$ cat config.mk
export PLATFORM = sky130hd
export DESIGN_NAME = noc_flit_injector
export DESIGN_NICKNAME = d
export VERILOG_FILES = /design/src/rtl/noc_flit_injector.sv
export SDC_FILE = /design/constraint.sdc
export NUM_CORES = 1
export LEC_CHECK = 0
export CORE_AREA = 2 2 206 208
export CTS_CLUSTER_SIZE = 20
export DETAILED_ROUTE_END_ITERATION = 16
export DIE_AREA = 0 0 208 210
export GPL_TIMING_DRIVEN = 0
export PLACE_DENSITY = 0.66
export SKIP_CTS_REPAIR_TIMING = 1
export SYNTH_ARGS = -nofsm -noshare
export SYNTH_HDL_FRONTEND = slang
export SYNTH_SLANG_ARGS = --single-unit
$ cat constraint.sdc
create_clock -name clk -period 6.6 [get_ports clk]
set_input_delay 0.99 -clock clk [delete_from_list [all_inputs] [get_ports clk]]
set_output_delay 0.99 -clock clk [all_outputs]
set_load 0.01 [all_outputs]
$ cat src/rtl/noc_flit_injector.sv
// noc_flit_injector
// Endpoint-side transmitter for a credit-based NoC router input port.
// Accepts packets from a local valid/ready stream, locks the destination for
// the whole packet (wormhole), tracks downstream buffer space with a credit
// counter and silently discards packets addressed to nonexistent endpoints.
// Flit fields toward the router are registered: a flit accepted in cycle N
// appears with send_out=1 in cycle N+1.

module noc_flit_injector #(
  parameter int NUM_ENDPOINTS     = 4,
  parameter int DEST_WIDTH        = 4,
  parameter int FLIT_WIDTH        = 256,
  parameter int FLIT_BUFFER_DEPTH = 2,
  localparam int CNT_WIDTH        = $clog2(FLIT_BUFFER_DEPTH + 1)
) (
  input  logic                  clk,
  input  logic                  rst_n,
  input  logic [FLIT_WIDTH-1:0] in_data,
  input  logic [DEST_WIDTH-1:0] in_dest,
  input  logic                  in_last,
  input  logic                  in_valid,
  output logic                  in_ready,
  output logic [FLIT_WIDTH-1:0] data_out,
  output logic [DEST_WIDTH-1:0] dest_out,
  output logic                  is_tail_out,
  output logic                  send_out,
  input  logic                  credit_in,
  output logic [CNT_WIDTH-1:0]  credit_count,
  output logic                  dest_err,
  output logic                  credit_err
);

  // Packet-level state: waiting for a head, forwarding a body, or discarding.
  typedef enum logic [1:0] {
    ST_IDLE = 2'd0,
    ST_BODY = 2'd1,
    ST_DROP = 2'd2
  } state_e;

  // Extended-width constants so comparisons never wrap or truncate.
  localparam logic [DEST_WIDTH:0]  NUM_EP_EXT = (DEST_WIDTH + 1)'(NUM_ENDPOINTS);
  localparam logic [CNT_WIDTH:0]   DEPTH_EXT  = (CNT_WIDTH + 1)'(FLIT_BUFFER_DEPTH);
  localparam logic [CNT_WIDTH-1:0] DEPTH_CNT  = CNT_WIDTH'(FLIT_BUFFER_DEPTH);

  state_e                  state_q;
  state_e                  state_d;
  logic [CNT_WIDTH-1:0]    credit_q;
  logic [CNT_WIDTH-1:0]    credit_d;
  logic [CNT_WIDTH:0]      credit_sum_s;
  logic                    credit_err_q;
  logic                    credit_err_d;
  logic                    dest_err_q;
  logic                    dest_err_d;
  logic                    send_q;
  logic                    send_d;
  logic [FLIT_WIDTH-1:0]   data_q;
  logic [FLIT_WIDTH-1:0]   data_d;
  logic [DEST_WIDTH-1:0]   dest_q;
  logic [DEST_WIDTH-1:0]   dest_d;
  logic                    tail_q;
  logic                    tail_d;

  logic                    dest_ok_s;
  logic                    have_credit_s;
  logic                    in_ready_s;
  logic                    accept_s;
  logic                    send_s;
  logic                    drop_head_s;

  // A head destination is routable only if it names an existing endpoint.
  assign dest_ok_s     = ({1'b0, in_dest} < NUM_EP_EXT);
  assign have_credit_s = (credit_q != {CNT_WIDTH{1'b0}});
  assign accept_s      = in_valid & in_ready_s;

  // State register.
  always_ff @(posedge clk) begin
    if (!rst_n) begin
      state_q <= ST_IDLE;
    end else begin
      state_q <= state_d;
    end
  end

  // Next-state logic: packet boundaries are marked by accepted in_last flits.
  always_comb begin
    state_d = state_q;
    case (state_q)
      ST_IDLE: begin
        if (accept_s && !in_last) begin
          if (dest_ok_s) begin
            state_d = ST_BODY;
          end else begin
            state_d = ST_DROP;
          end
        end else begin
          state_d = ST_IDLE;
        end
      end
      ST_BODY: begin
        if (accept_s && in_last) begin
          state_d = ST_IDLE;
        end else begin
          state_d = ST_BODY;
        end
      end
      ST_DROP: begin
        if (accept_s && in_last) begin
          state_d = ST_IDLE;
        end else begin
          state_d = ST_DROP;
        end
      end
      default: begin
        state_d = ST_IDLE;
      end
    endcase
  end

  // Output decode: ready depends only on registered state plus in_dest, so a
  // credit arriving this cycle cannot raise ready until the next cycle.
  always_comb begin
    in_ready_s  = 1'b0;
    send_s      = 1'b0;
    drop_head_s = 1'b0;
    case (state_q)
      ST_IDLE: begin
        if (dest_ok_s) begin
          in_ready_s = have_credit_s;
        end else begin
          in_ready_s = 1'b1;
        end
        send_s      = in_valid & in_ready_s & dest_ok_s;
        drop_head_s = in_valid & in_ready_s & ~dest_ok_s;
      end
      ST_BODY: begin
        in_ready_s = have_credit_s;
        send_s     = in_valid & have_credit_s;
      end
      ST_DROP: begin
        in_ready_s = 1'b1;
      end
      default: begin
        in_ready_s = 1'b0;
      end
    endcase
  end

  // Credit bookkeeping: a send consumes one credit, a return adds one; an
  // excess return saturates at the buffer depth and is flagged.
  always_comb begin
    credit_sum_s = {1'b0, credit_q}
                 + {{CNT_WIDTH{1'b0}}, credit_in}
                 - {{CNT_WIDTH{1'b0}}, send_s};
    if (credit_sum_s > DEPTH_EXT) begin
      credit_d     = DEPTH_CNT;
      credit_err_d = 1'b1;
    end else begin
      credit_d     = credit_sum_s[CNT_WIDTH-1:0];
      credit_err_d = 1'b0;
    end
  end

  // Flit fields toward the router: load on send, otherwise hold. The head
  // flit loads the destination, body flits reuse the locked value.
  always_comb begin
    send_d     = send_s;
    dest_err_d = drop_head_s;
    if (send_s) begin
      data_d = in_data;
      tail_d = in_last;
      if (state_q == ST_IDLE) begin
        dest_d = in_dest;
      end else begin
        dest_d = dest_q;
      end
    end else begin
      data_d = data_q;
      tail_d = tail_q;
      dest_d = dest_q;
    end
  end

  // Credit counter and error pulse registers.
  always_ff @(posedge clk) begin
    if (!rst_n) begin
      credit_q     <= DEPTH_CNT;
      credit_err_q <= 1'b0;
      dest_err_q   <= 1'b0;
    end else begin
      credit_q     <= credit_d;
      credit_err_q <= credit_err_d;
      dest_err_q   <= dest_err_d;
    end
  end

  // Registered router-side flit interface.
  always_ff @(posedge clk) begin
    if (!rst_n) begin
      send_q <= 1'b0;
      data_q <= {FLIT_WIDTH{1'b0}};
      dest_q <= {DEST_WIDTH{1'b0}};
      tail_q <= 1'b0;
    end else begin
      send_q <= send_d;
      data_q <= data_d;
      dest_q <= dest_d;
      tail_q <= tail_d;
    end
  end

  assign in_ready     = in_ready_s;
  assign send_out     = send_q;
  assign data_out     = data_q;
  assign dest_out     = dest_q;
  assign is_tail_out  = tail_q;
  assign credit_count = credit_q;
  assign dest_err     = dest_err_q;
  assign credit_err   = credit_err_q;

endmodule
==> flow_summary.toml, run 1 <==
[setup_path]
cp_data_arrival_time_ns = 2.82
cp.required_ns = 5.61
r2r_cells = 11
crit_path_start = "in_dest[2]"
critPathMostFrequentCell = "clkdlybuf4s50_1"
reg2reg_from = "credit_count[0]"
crit_path_cell_trace = "clkdlybuf4s50_1 > or2_0 > clkbuf_1 > nor2_1 > o22ai_1 > clkdlybuf4s50_1"
critPathKind = "primary input to output pin"
cp-end-kind = "output pin"
r2r_end = "credit_count[0]"
cp_max_fo = 7
rrSetupSlack_ns = 4.03
crit_slowest_cell = "clkdlybuf4s50_1"
path_buf_inv = 3
max_stage_delay_ns = 0.62
path_delay_family = "buffers and inverters"
cp-start-kind = "primary input"

[power]
p_int_w = 0.00316
switching_share_pct = 25.8
power_frac_comb_pct = 18.6
p_seq_share_pct = 41.6
peakVddDrop_uv = 167
power_switching_w = 0.00110
p_leak_nw = 6.47
power.share.clock_pct = 39.8
power.density_nw_per_um2 = 242

[yosys]
syn_inst = 1163
synthTopCellsByArea = "dfxtp_1, mux2i_1, nand2_1"
synthAdderAreaFrac_pct = 0.306
synth_top_family_by_area = "multiplexers"
synth-xor-area-share_pct = 0.235
syn-num-nets = 1430
ys_warn_count = 0
synthMuxAreaShare_pct = 24.4
synth_area_leader_cell = "dfxtp_1"
synth_compound_area_share_pct = 0.541
avgSynthCellArea_um2 = 9.15
synth.top_cell.area_share_pct = 50.4
seq_area_frac_synth_pct = 50.4
ys_ff_latch = 268
synthSimpleGateAreaFrac_pct = 19.1
syn-cell-area_um2 = 10600
ys_types = 27

[drt]
drc = 0
dr.pass1.iters = 4
wire_per_inst_um = 16.6
via_count = 9873
drt_iter0_markers = 436
avgViaCountPerCell = 4.32
routed_wl_mm = 38.0
antenna_left = 0

[floorplanning]
pin_count = 532
initial_core_util_pct = 25.7
core_um2 = 41500
fp.dieW_um = 208
row_count = 75
die_h_um = 210
die_area_um2 = 43700

[global_route]
grt_usage_pct = 16.6
grt_start_max_net_pins = 15
grt_pass1_vias = 10100
overflow = 0
grt_antenna_before_repair = 0
grt_first_pass_wirelength_mm = 57.9

[finish]
syn_to_final_growth_pct = 65.8
fill_cells = 4028
drive_gt1_share_pct = 4.92
final_core_util_pct = 42.5
fin_nets = 1993
fin_area_um2 = 17600
antennaDiodeCount = 0

[sta]
drv_slew = 0
min_period_ns = 3.81
relSlewSlack_pct = 33.7
worstMarginPinSlew_ns = 0.994
timing.fmax_mhz = 262
period_share_pct = 57.8
report.final.hold_viol_count = 0
fin_tns_setup_ns = 0
rsz0062_at_grt = "false"
clock_skew_ns = 0.0124
setup-violations-final = 0

[clock_network]
htree_levels = 1
cts_buffers = 31
cts_tree = "built"
clkLatencyLatePin_ns = 0.56
cts-root-buf = "clkbuf_16"
clock-sinks = 268
cts.clk_slew.worst_paths_ns = 0.06
cts_buffer_depth = 3

[placed_design]
place_congestion = 0.831
port_buffers = 530
place_hpwl_mm = 29.6
placed_area_um2 = 16600

[worst_hold_path]
hold_depth = 2
min_from = "data_out[37]"
hold_class = "flip-flop to flip-flop"
min_to = "data_out[37]"

[outcome]
status = "complete, no violations"

[run]
drv_cap = 0
-- cell families after synthesis --
logic type                 count (synthesis)
buffers and inverters                     92
AOI/OAI and AO/OA                          7
xor gates and xnor gates                   2
and+or+nand+nor                          533
muxes                                    259
DFF                                      268
adders and majority gates                  2
-- per-layer routing --
metal  up-vias  part of all wire [%]  GRT usage (%)
met5         -                     0              0
met4         0                   3.6           6.29
met3        71                   7.6           4.59
met2       369                    48           28.7
met1      4564                    41           19.6
li1       4869                     -              -
-- cell usage in the layout (no fill, tap or decap), types with 2 or more instances in the layout --
master           count
and3_1               2
buf_4                7
buf_6               22
bufinv_16            2
clkbuf_1            59
clkbuf_16           31
clkbuf_8             6
clkdlybuf4s50_1    530
clkinv_2            10
clkinv_4             2
clkinvlp_4           4
dfxtp_1            268
inv_1                4
mux2i_1            259
nand2_1            520
nand2b_1             2
nor2_1               3
-- power groups by stage --
stage,Sequential [W],Clock (W),Combinational (W)
global route,0.00178,0.00182,0.000846
CTS,0.00177,0.00175,0.000800
finish,0.00177,0.00170,0.000791
floorplan,0.00184,0,0.000302
global placement,0.00180,0,0.000788
detailed placement,0.00180,0,0.000796
-- final cells by class --
type                            instances  area [um^2]  area share [%]
Sequential cell                       268         5370            30.4
Timing Repair Buffer                  530         5310            30.1
Multi-Input combinational cell        803         4740            26.9
Clock buffer                           37          858            4.87
Tap cell                              539          674            3.82
Buffer                                 88          522            2.96
Clock inverter                         18          158           0.894
Inverter                                4         15.0          0.0851
-- sequential cells by signal, summed over array words and instances, names as in the netlist --
signal        count
send_out          1
data_out        256
is_tail_out       1
dest_err          1
credit_err        1
credit_count      2
state_q           2
dest_out          4
-- worst reg2reg max path, stage by stage, from the launching register on --
cell      delay, ns
dfxtp_1        0.42
nor2_1         0.15
a211oi_2       0.21
buf_4          0.21
buf_6          0.22
buf_6          0.21
xor2_2         0.08
ha_1           0.19
fa_1           0.38
xor2_1         0.19
nand3b_1       0.12
nor2_1         0.12
-- worst max-delay path by stage --
stage,to,cells after the start
5_1_grt,in_ready,6
3_3_place_gp,credit_count[0],13
4_1_cts,in_ready,6
2_1_floorplan,credit_count[0],12
3_5_place_dp,credit_count[0],13
6_report,in_ready,6
-- synth_stat cells --
library cell and n:
nand2_1 520, dfxtp_1 268, mux2i_1 259, clkbuf_1 59, buf_6 22, buf_4 7, inv_1 4, nor2_1 3
and3_1 2, nand2b_1 2, a211oi_1 1, a211oi_2 1, a21boi_0 1, a21oi_1 1, and2_1 1, fa_1 1
ha_1 1, nand3b_1 1, nor3b_1 1, nor4_1 1, o22ai_1 1, o311a_1 1, o32ai_1 1, or2_0 1
or4_1 1, xor2_1 1, xor2_2 1
-- metrics by stage --
stage	cells	hold WS, ns	power (W)	setup WS, ns
finish	2287	0.454	0.00426	2.79
global route	2287	0.470	0.00444	2.67
CTS	2287	0.456	0.00432	2.76
detailed placement	2232	0.447	0.00260	2.71
global placement	2232	0.441	0.00259	2.71
floorplan	1163	0.479	0.00215	3.53
Note: power is estimated with default switching activity, not from simulation.
==> run 2: changes to the inputs <==
--- a/config.mk
+++ b/config.mk
@@ -10,7 +10,7 @@
 export DETAILED_ROUTE_END_ITERATION = 16
 export DIE_AREA = 0 0 208 210
 export GPL_TIMING_DRIVEN = 0
-export PLACE_DENSITY = 0.66
+export PLACE_DENSITY = 0.69
 export SKIP_CTS_REPAIR_TIMING = 1
 export SYNTH_ARGS = -nofsm -noshare
 export SYNTH_HDL_FRONTEND = slang
==> constraint.sdc (replaced) <==
create_clock -name clk -period 3.5 [get_ports clk]
set_input_delay 0.525 -clock clk [delete_from_list [all_inputs] [get_ports clk]]
set_output_delay 0.525 -clock clk [all_outputs]
set_load 0.01 [all_outputs]
==> flow_summary.toml, run 2 (synthesized netlist as in run 1, its figures left out) <==
[outcome]
status = "complete, no violations"

[sta]
period_share_pct = 83.2
finalHoldWorstSlack_ns = 0.454
clock_skew_ns = 0.0121
relSlewSlack_pct = 33.2
rsz0062_at_grt = "false"
report.final.hold_viol_count = 0
setup-violations-final = 0
fin_ws_ns = 0.587
fin_tns_setup_ns = 0
worstMarginPinSlew_ns = 1.00
drv_slew = 0
timing.fmax_mhz = 343
min_period_ns = 2.91

[drt]
dr.pass1.iters = 5
avgViaCountPerCell = 4.34
via_count = 9923
antenna_left = 0
drt_iter0_markers = 475
routed_wl_mm = 38.5
wire_per_inst_um = 16.9
drc = 0

[clock_network]
clkLatencyLatePin_ns = 0.56
cts_buffer_depth = 3
cts_buffers = 31
htree_levels = 1
cts.clk_slew.worst_paths_ns = 0.05
cts-root-buf = "clkbuf_16"
cts_tree = "built"
clock-sinks = 268

[floorplanning]
fp.dieW_um = 208
row_count = 75
die_area_um2 = 43700
pin_count = 532
initial_core_util_pct = 25.7
die_h_um = 210
core_um2 = 41500

[finish]
mostFrequentLayoutCell = "clkdlybuf4s50_1"
antennaDiodeCount = 0
regArea_um2 = 5370
drive_gt1_share_pct = 4.35
fin_cells = 2287
syn_to_final_growth_pct = 65.5
largest_reg_flops = 256
fin_nets = 1993
fill_cells = 4016
mostFrequentLayoutCells = "clkdlybuf4s50_1, nand2_1, dfxtp_1"
multi_input_area_um2 = 4740

[global_route]
overflow = 0
grt_usage_pct = 16.7
grt_first_pass_wirelength_mm = 57.7
grt_pass1_vias = 10100
grt_start_max_net_pins = 15
grt_antenna_before_repair = 0

[power]
p_leak_nw = 6.45
peakVddDrop_uv = 319
power.density_nw_per_um2 = 455

[placed_design]
post-place-ws_ns = 0.0227
place_hpwl_mm = 30.2
place_congestion = 0.856
post-place-cells = 2232
port_buffers = 530

[setup_path]
cp-start-kind = "primary input"
cp.required_ns = 3.98
cp_data_arrival_time_ns = 3.40
critPathKind = "primary input to flip-flop"
cp_max_fo = 10
cp-end-kind = "flip-flop"

[run]
drv_cap = 0

[worst_hold_path]
hold_class = "flip-flop to flip-flop"
==> run 2: cell types whose count changed in the layout (fill, tap and decap cells not counted) <==
| cell | delta |
|---|---|
| clkbuf_1 | +10 |
| clkinv_2 | -7 |
| clkinv_4 | -2 |
| clkinvlp_4 | -1 |
==> run 2: critical path: stages <==
cell and delay (ns):
clkdlybuf4s50_1 0.43, or2_0 0.25, clkbuf_1 0.18, a211oi_2 0.25, buf_4 0.24, buf_6 0.22, buf_6 0.20, xor2_2 0.08
ha_1 0.20, fa_1 0.37, xor2_1 0.19, nand3b_1 0.13, nor2_1 0.12
==> run 2: layout make-up <==
type	count	share of cell area, %
Clock inverter	8	0.554
Multi-Input combinational cell	803	26.9
Sequential cell	268	30.5
Clock buffer	47	5.09
Tap cell	539	3.83
Timing Repair Buffer	530	30.1
Buffer	88	2.96
Inverter	4	0.0853
==> run 2: metrics by stage <==
stage                     util (%)  total power, W  area [um^2]
final                         42.5         0.00802        17600
after global routing          42.5         0.00834        17600
after CTS                     42.5         0.00812        17600
after detailed placement      40.1         0.00491        16600
after global placement        40.1         0.00489        16600
after floorplan                  -         0.00405        10600
==> run 2: power by group <==
| part | internal (W) | total, W | switching, W |
|---|---|---|---|
| Sequential | 0.00324 | 0.00335 | 0.000111 |
| Clock | 0.00190 | 0.00318 | 0.00128 |
| Combinational | 0.000840 | 0.00149 | 0.000651 |
| Total | 0.00597 | 0.00802 | 0.00204 |
==> run 2: layer usage <==
layer / part of all wire (%) / wire [um] / vias to the layer above / GRT usage [%]
li1: - / - / 4864 / -
met3: 8.3 / 3180 / 68 / 5.27
met2: 49 / 19100 / 368 / 29.6
met4: 2.9 / 1120 / 0 / 5.58
met1: 39 / 15200 / 4623 / 19.0
met5: 0 / 0 / - / 0
==> run 2: final timing paths <==
check / from / end / slack, ns / depth (start not counted)
worst min-delay path: data_out[93] / data_out[93] / 0.45 / 2
worst max register to register: credit_count[0] / credit_count[0] / 0.81 / 11
worst min register to register: data_out[93] / data_out[93] / 0.45 / 2
worst max-delay path: in_dest[3] / credit_count[0] / 0.59 / 13
==> run 3: changes to the inputs <==
==> constraint.sdc (replaced) <==
create_clock -name clk -period 2.5 [get_ports clk]
set_input_delay 0.375 -clock clk [delete_from_list [all_inputs] [get_ports clk]]
set_output_delay 0.375 -clock clk [all_outputs]
set_load 0.01 [all_outputs]
==> flow_summary.toml, run 3 (synthesized netlist as in run 1, its figures left out) <==
[finish]
drive_gt1_share_pct = 4.46
fin_nets = 1992
mostFrequentLayoutCells = "clkdlybuf4s50_1, nand2_1, dfxtp_1"
final_core_util_pct = 42.5
largest_reg_flops = 256
mostFrequentLayoutCell = "clkdlybuf4s50_1"
fill_cells = 4016
antennaDiodeCount = 0
fin_area_um2 = 17600
syn_to_final_growth_pct = 65.7

[global_route]
grt_first_pass_wirelength_mm = 57.7
grt_usage_pct = 16.7
grt_pass1_vias = 10100
grt_start_max_net_pins = 15
overflow = 0
grt_antenna_before_repair = 0

[power]
power_switching_w = 0.00287
switching_share_pct = 25.5
p_seq_share_pct = 41.7
peakVddDrop_uv = 447
power.density_nw_per_um2 = 637
power.share.clock_pct = 39.6
p_int_w = 0.00837
p_leak_nw = 6.46
power_frac_comb_pct = 18.6

[clock_network]
cts_tree = "built"
cts-root-buf = "clkbuf_16"
cts.clk_slew.worst_paths_ns = 0.06
cts_buffers = 31
htree_levels = 1
clkLatencyLatePin_ns = 0.56
clock-sinks = 268
cts_buffer_depth = 3

[floorplanning]
row_count = 75
die_area_um2 = 43700
fp.dieW_um = 208
pin_count = 532
initial_core_util_pct = 25.7
core_um2 = 41500
die_h_um = 210

[setup_path]
crit_end = "credit_count[0]"
cp.required_ns = 2.99
crit_path_start = "credit_count[0]"
cp_max_fo = 19
cp_data_arrival_time_ns = 2.82
rrSetupSlack_ns = 0.16
r2r_end = "credit_count[0]"
cp-start-kind = "flip-flop"
reg2reg_from = "credit_count[0]"
r2r_cells = 10
critPathKind = "flip-flop to flip-flop"
cp-end-kind = "flip-flop"

[drt]
avgViaCountPerCell = 4.34
via_count = 9915
routed_wl_mm = 38.5
wire_per_inst_um = 16.8
drt_iter0_markers = 493
drc = 0
dr.pass1.iters = 6
antenna_left = 0

[worst_hold_path]
hold_class = "primary input to flip-flop"

[placed_design]
place_congestion = 0.856
port_buffers = 530
place_hpwl_mm = 30.2
placed_area_um2 = 16600

[sta]
setup-violations-final = 0
clock_skew_ns = 0.0119
worstMarginPinSlew_ns = 1.02
timing.fmax_mhz = 428
report.final.hold_viol_count = 0
min_period_ns = 2.34
rsz0062_at_grt = "false"
relSlewSlack_pct = 31.7
fin_tns_setup_ns = 0
drv_slew = 0
period_share_pct = 93.4

[outcome]
status = "complete, no violations"

[run]
drv_cap = 0
run 3: cell count changes in the layout (fill, tap and decap cells not counted), sizes merged:
cell and delta:
clkbuf -1
run 3: metal layers:
layer | GRT usage, % | wire (um) | share of wire, % | up-vias
met4 | 5.58 | 1060 | 2.8 | 0
met2 | 29.6 | 19100 | 50 | 374
met1 | 19.0 | 15200 | 39 | 4612
met3 | 5.27 | 3170 | 8.2 | 66
li1 | - | - | - | 4863
met5 | 0 | 0 | 0 | -
run 3: area by class of cell:
cell class / count / area (um^2) / area share [%]
buffer: 86 / 527 / 2.99
clock buffer: 47 / 896 / 5.08
clock inverter: 8 / 97.6 / 0.554
inverter: 4 / 15.0 / 0.0852
multi-input combinational: 803 / 4740 / 26.9
sequential: 268 / 5370 / 30.4
tap: 539 / 674 / 3.83
timing repair buffer: 531 / 5310 / 30.1
run 3: metrics by stage:
step           total power, W  worst slack, ns  hold WS (ns)  instances
2_1_floorplan         0.00567           0.0494         0.469       1163
3_3_place_gp          0.00684           -0.751         0.441       2232
3_5_place_dp          0.00687           -0.827         0.445       2232
4_1_cts                0.0114           -0.250         0.333       2287
5_1_grt                0.0117          0.00818         0.353       2286
6_report               0.0112            0.164         0.353       2286
run 3: worst min path at each step:
| stage | startpoint | end | slack (ns) | depth (start not counted) |
|---|---|---|---|---|
| floorplan | in_last | state_q[1] | 0.47 | 1 |
| global placement | data_out[94] | data_out[94] | 0.44 | 2 |
| detailed placement | data_out[254] | data_out[254] | 0.45 | 2 |
| CTS | in_data[39] | data_out[39] | 0.33 | 3 |
| global route | in_data[203] | data_out[203] | 0.35 | 3 |
| finish | rst_n | data_out[210] | 0.35 | 3 |
run 3: power groups by stage:
stage	logic, W	clock network (W)	registers [W]
2_1_floorplan	0.000798	0	0.00487
3_3_place_gp	0.00207	0	0.00477
3_5_place_dp	0.00210	0	0.00478
4_1_cts	0.00211	0.00457	0.00469
5_1_grt	0.00224	0.00473	0.00471
6_report	0.00209	0.00445	0.00469
run 3: critical path: stages (launching register included):
cell and delay (ns):
dfxtp_1 0.45, nor2_2 0.13, a211oi_2 0.25, buf_6 0.16
buf_16 0.18, xor2_2 0.08, ha_1 0.20, fa_1 0.37
xor2_1 0.19, nand3b_1 0.13, nor2_1 0.12
